`src/rtl/uart_tx_sched.sv`:
```
// Round-robin scheduler sharing one UART TX core among N_REQ byte sources.
// A granted requester keeps the core until it sends a byte flagged last.
module uart_tx_sched #(
   parameter int N_REQ   = 4,
   parameter int TIMEOUT = 2047,
   localparam int IW     = $clog2(N_REQ)
) (
   input  logic               clk,
   input  logic               reset,
   input  logic [N_REQ-1:0]   req,
   input  logic [8*N_REQ-1:0] req_data,
   input  logic [N_REQ-1:0]   req_last,
   output logic [N_REQ-1:0]   grant,
   output logic               tx_start,
   output logic [7:0]         tx_data,
   input  logic               tx_done,
   output logic               busy,
   output logic [IW-1:0]      owner,
   output logic               locked,
   output logic               err_timeout,
   output logic [7:0]         err_count
);

   localparam int TW = 16;
   localparam logic [TW-1:0] TMAX = TW'(TIMEOUT - 1);

   typedef enum logic [1:0] {
      S_IDLE,
      S_ISSUE,
      S_WAIT_DONE
   } state_t;

   state_t           state_q, state_d;
   logic [N_REQ-1:0] grant_q, grant_d;
   logic             tx_start_q, tx_start_d;
   logic [7:0]       tx_data_q, tx_data_d;
   logic [IW-1:0]    owner_q, owner_d;
   logic             locked_q, locked_d;
   logic             err_timeout_q, err_timeout_d;
   logic [7:0]       err_count_q, err_count_d;
   logic [IW-1:0]    rr_ptr_q, rr_ptr_d;
   logic [TW-1:0]    timer_q, timer_d;
   logic             last_q, last_d;

   logic             pick_vld;
   logic [IW-1:0]    pick_idx;
   logic [IW-1:0]    cand;
   logic             sel_vld;
   logic [IW-1:0]    sel_idx;

   function automatic logic [IW-1:0] wrap_add(input logic [IW-1:0] base, input int off);
      int s;
      s = int'(base) + off;
      if (s >= N_REQ) begin
         s = s - N_REQ;
      end
      return IW'(s);
   endfunction

   function automatic logic [7:0] sat_inc8(input logic [7:0] v);
      return (v == 8'hFF) ? v : v + 8'd1;
   endfunction

   // Round-robin scan starting at rr_ptr, first requester wins.
   always_comb begin
      pick_vld = 1'b0;
      pick_idx = '0;
      cand     = '0;
      for (int i = 0; i < N_REQ; i++) begin
         cand = wrap_add(rr_ptr_q, i);
         if (!pick_vld && req[cand]) begin
            pick_vld = 1'b1;
            pick_idx = cand;
         end
      end
   end

   // While locked, only the owner may be served.
   always_comb begin
      sel_vld = locked_q ? req[owner_q] : pick_vld;
      sel_idx = locked_q ? owner_q : pick_idx;
   end

   always_comb begin
      state_d       = state_q;
      grant_d       = '0;
      tx_start_d    = 1'b0;
      err_timeout_d = 1'b0;
      tx_data_d     = tx_data_q;
      owner_d       = owner_q;
      locked_d      = locked_q;
      err_count_d   = err_count_q;
      rr_ptr_d      = rr_ptr_q;
      timer_d       = timer_q;
      last_d        = last_q;

      case (state_q)
         S_IDLE: begin
            if (sel_vld) begin
               grant_d   = N_REQ'(1) << sel_idx;
               tx_data_d = req_data[{sel_idx, 3'b000} +: 8];
               last_d    = req_last[sel_idx];
               owner_d   = sel_idx;
               locked_d  = ~req_last[sel_idx];
               timer_d   = '0;
               state_d   = S_ISSUE;
            end else if (!locked_q) begin
               timer_d = '0;
            end else if (timer_q == TMAX) begin
               // Owner stalled mid-packet: release the lock and move on.
               locked_d      = 1'b0;
               rr_ptr_d      = wrap_add(owner_q, 1);
               err_timeout_d = 1'b1;
               err_count_d   = sat_inc8(err_count_q);
               timer_d       = '0;
            end else begin
               timer_d = timer_q + 1'b1;
            end
         end

         S_ISSUE: begin
            tx_start_d = 1'b1;
            timer_d    = '0;
            state_d    = S_WAIT_DONE;
         end

         S_WAIT_DONE: begin
            if (tx_done) begin
               timer_d = '0;
               state_d = S_IDLE;
               if (last_q) begin
                  locked_d = 1'b0;
                  rr_ptr_d = wrap_add(owner_q, 1);
               end
            end else if (timer_q == TMAX) begin
               err_timeout_d = 1'b1;
               err_count_d   = sat_inc8(err_count_q);
               locked_d      = 1'b0;
               rr_ptr_d      = wrap_add(owner_q, 1);
               timer_d       = '0;
               state_d       = S_IDLE;
            end else begin
               timer_d = timer_q + 1'b1;
            end
         end

         default: begin
            state_d = S_IDLE;
         end
      endcase
   end

   always_ff @(posedge clk or negedge reset) begin
      if (!reset) begin
         state_q       <= S_IDLE;
         grant_q       <= '0;
         tx_start_q    <= 1'b0;
         tx_data_q     <= '0;
         owner_q       <= '0;
         locked_q      <= 1'b0;
         err_timeout_q <= 1'b0;
         err_count_q   <= '0;
         rr_ptr_q      <= '0;
         timer_q       <= '0;
         last_q        <= 1'b0;
      end else begin
         state_q       <= state_d;
         grant_q       <= grant_d;
         tx_start_q    <= tx_start_d;
         tx_data_q     <= tx_data_d;
         owner_q       <= owner_d;
         locked_q      <= locked_d;
         err_timeout_q <= err_timeout_d;
         err_count_q   <= err_count_d;
         rr_ptr_q      <= rr_ptr_d;
         timer_q       <= timer_d;
         last_q        <= last_d;
      end
   end

   assign grant       = grant_q;
   assign tx_start    = tx_start_q;
   assign tx_data     = tx_data_q;
   assign busy        = (state_q != S_IDLE);
   assign owner       = owner_q;
   assign locked      = locked_q;
   assign err_timeout = err_timeout_q;
   assign err_count   = err_count_q;

endmodule

```
`config.mk`:
```
export PLATFORM = sky130hd
export DESIGN_NAME = uart_tx_sched
export DESIGN_NICKNAME = d
export VERILOG_FILES = /design/src/rtl/uart_tx_sched.sv
export SDC_FILE = /design/constraint.sdc
export NUM_CORES = 1
export LEC_CHECK = 0
export CORE_AREA = 2 2 94 96
export CTS_CLUSTER_SIZE = 30
export DETAILED_ROUTE_END_ITERATION = 12
export DIE_AREA = 0 0 96 98
export PLACE_DENSITY = 0.64
export RECOVER_POWER = 100
export SLEW_MARGIN = 25
export SYNTH_ARGS = -nofsm -noshare
export SYNTH_HDL_FRONTEND = slang
export SYNTH_SLANG_ARGS = --single-unit
```
`constraint.sdc`:
```
create_clock -name clk -period 2.5 [get_ports clk]
set_input_delay 0.5 -clock clk [delete_from_list [all_inputs] [get_ports clk]]
set_output_delay 0.5 -clock clk [all_outputs]
set_load 0.005 [all_outputs]
```
==> flow_metrics.tcl <==
set metrics [dict create \
    routedWlPerCell_um 14.7 \
    worst_pin_slew_ns 1.05 \
    fin_cells 496 \
    maxSlewHeadroom_pct 29.9 \
    crit_path_end "timer_q[2]" \
    syn_avg_cell_area_um2 9.66 \
    diodes 0 \
    utilization_pct 46.7 \
    core_um2 8470 \
    grt.overflow.total 0 \
    ios 69 \
    final_area_um2 3960 \
    seq_area_frac_synth_pct 39.9 \
    yosys_warnings 0 \
    cpMaxStageDelayCell "mux4_2" \
    drv_cap 0 \
    drt-total-wl_mm 7.27 \
    clock_skew_ns 0.0101 \
    synthesis.instances 299 \
    power.leakage_nw 1.73 \
    htreeDepth 2 \
    die_h_um 98 \
    synth_seq_cells 46 \
    crit_type "input port to flop" \
    clkTransAtPathRegs_ns 0.09 \
    post_cts.repair.setup_buffers 0 \
    die-area_um2 9410 \
    ir_worst_vdd_v 0.000366 \
    synth_edf_count 0 \
    fin_crit_ns 2.34 \
    grt_pass1_vias 2611 \
    drive_gt1_share_pct 11.1 \
    num_vias 2685 \
    cts.sinks 46 \
    hp-class "input port to asynchronous set/reset pin" \
    placed_area_um2 3900 \
    cts_tree "yes" \
    setup_tns_ns 0 \
    areaGrowthSynthToFinish_pct 37.0 \
    cp-startpoint "req[1]" \
    rsz0062_at_grt "no" \
    nFillCells 786 \
    cts-root-buf "clkbuf_8" \
    r2r-end "state_q[1]" \
    slew_violations 0 \
    cts_buffers 5 \
    cp-start-kind "input port" \
    post_cts_resized 0 \
    ys_types 59 \
    crit-reg2reg-launch "timer_q[0]" \
    reg2reg_depth 8 \
    fin_nets 437 \
    drtAntennaViolNets 0 \
    status "complete, no violations" \
    critPathMaxStageDelay_ns 0.51 \
    antenna_found_initial 0 \
    clk_path_buf_depth 2 \
    path_max_fanout 7 \
    crit_required_ns 2.74 \
    grt_max_degree 21 \
    drcViolationCount 0 \
    synthFlopType "dfrtp_1" \
    max_freq_mhz 428 \
    async_flop_share_pct 100 \
    r2r_slack_ns 0.31 \
    crit_chain "clkdlybuf4s50_1 > mux4_2 > or3b_1 > a22oi_4 > and2b_1 > a22o_1" \
    port_buffers 68 \
    arrival_ns 2.58 \
    setup_viol 0 \
    clk-insertion-delay-late_ns 0.30 \
    synth.net_count 349 \
    fin_crit_sh_pct 93.4 \
    netlist_area_um2 2890 \
    dr.pass1.iters 4 \
    setup_slack_ns 0.164 \
    dp_cells 488 \
    gp_congestion 0.838 \
    die_w_um 96 \
    cts_hold_buf 0 \
    dp_slack_ns -0.0568 \
    viasPerCell 5.41 \
    track_usage_pct 16.1 \
    drt_iter0_markers 107 \
    hpwl_mm 5.57 \
    std_cell_rows 34 \
    grt_pass1_wl_mm 12.1 \
    initial_core_util_pct 34.1 \
    hold_violations 0 \
    cp-end-kind "flop" \
    powerDensity_nw_per_um2 900 \
]
cells by family after synthesis:
logic type	synth area share, %
buf+inv	4.42
xor+xnor	4.85
mux	2.69
flops	39.9
compound gates	21.9
simple gates	23.2
fa+ha+maj	3.03
critical path, delay by kind of cell:
family | cells | cell delay, ns
simple gates | 2 | 0.71
mux | 1 | 0.51
buf+inv | 1 | 0.44
compound gates | 2 | 0.42
per-stage QoR:
step                hold slack [ns]  power (mW)
finish                        0.357        3.56
global route                  0.434        3.83
floorplan                     0.204        2.28
global placement              0.464        3.17
detailed placement            0.474        3.21
CTS                           0.135        3.68
cell type report:
class,instances,area (um2),area share [%]
multi-input cells,223,1600,40.5
flip-flops and latches,46,1150,29.1
clock buffers,5,68.8,1.74
inverters,11,41.3,1.04
clock inverters,3,21.3,0.538
well taps,108,135,3.42
repair buffers,100,935,23.6
sequential cells by signal, summed over array words and instances, names as in the netlist:
signal       count
err_timeout      1
grant            4
timer_q         16
err_count        8
tx_data          8
tx_start         1
state_q          2
locked           1
owner            2
rr_ptr_q         2
last_q           1
per-layer routing:
metal / vias up / track usage, % / part of all wire, %
li1: 1306 / - / -
met1: 1308 / 23.0 / 48
met2: 64 / 24.9 / 47
met3: 7 / 2.39 / 3.9
met4: 0 / 4.84 / 1.2
met5: - / 0 / 0
report_power, final:
part	leakage [nW]	switching, mW	internal [mW]	total (mW)
combinational	1.08	1.05	1.02	2.06
clock	0.0441	0.259	0.197	0.456
sequential	0.612	0.132	0.910	1.04
total	1.73	1.44	2.12	3.56
cells in the mapped netlist (all sizes together) (2+ instances only):
cell	number	share of area (%)
nand4	18	3.9
a21o	7	1.8
o21ai	2	0.35
or3	2	0.43
clkbuf	11	1.4
xnor2	10	3.0
a211oi	2	0.52
nor2b	5	1.1
inv	11	1.4
o31a	9	2.7
buf	8	1.6
nand2b	5	1.1
nor2	22	2.9
and4	11	3.3
nand3	6	1.0
and2	2	0.43
a22oi	2	1.0
o31ai	19	4.9
dfrtp	46	40
and3	4	0.87
or3b	2	0.69
a2111oi	2	1.3
a21oi	5	0.87
xor2	6	1.8
nor4	2	0.65
nor3	7	1.2
mux2	4	1.6
ha	7	3.0
a221oi	9	2.9
a22o	7	2.1
a211o	2	0.61
nand2	26	3.4
cells in the final DEF, fill, tap and decap left out, types with 10 or more instances in the layout:
cell / count
and4_1: 11
nand4_1: 18
clkdlybuf4s50_1: 44
dlygate4sd3_1: 23
xnor2_1: 10
nor2_1: 22
nand2_1: 26
inv_1: 11
dfrtp_1: 46
buf_4: 17
o31ai_1: 19
how the worst min path moves through the flow:
stage	start	endpoint	slack [ns]
global route	reset	timer_q[10]	0.43
detailed placement	reset	timer_q[10]	0.47
global placement	tx_data[1]	tx_data[1]	0.46
floorplan	reset	err_count[0]	0.20
CTS	reset	state_q[1]	0.14
finish	reset	timer_q[9]	0.36
(Power assumes the default switching activity.)
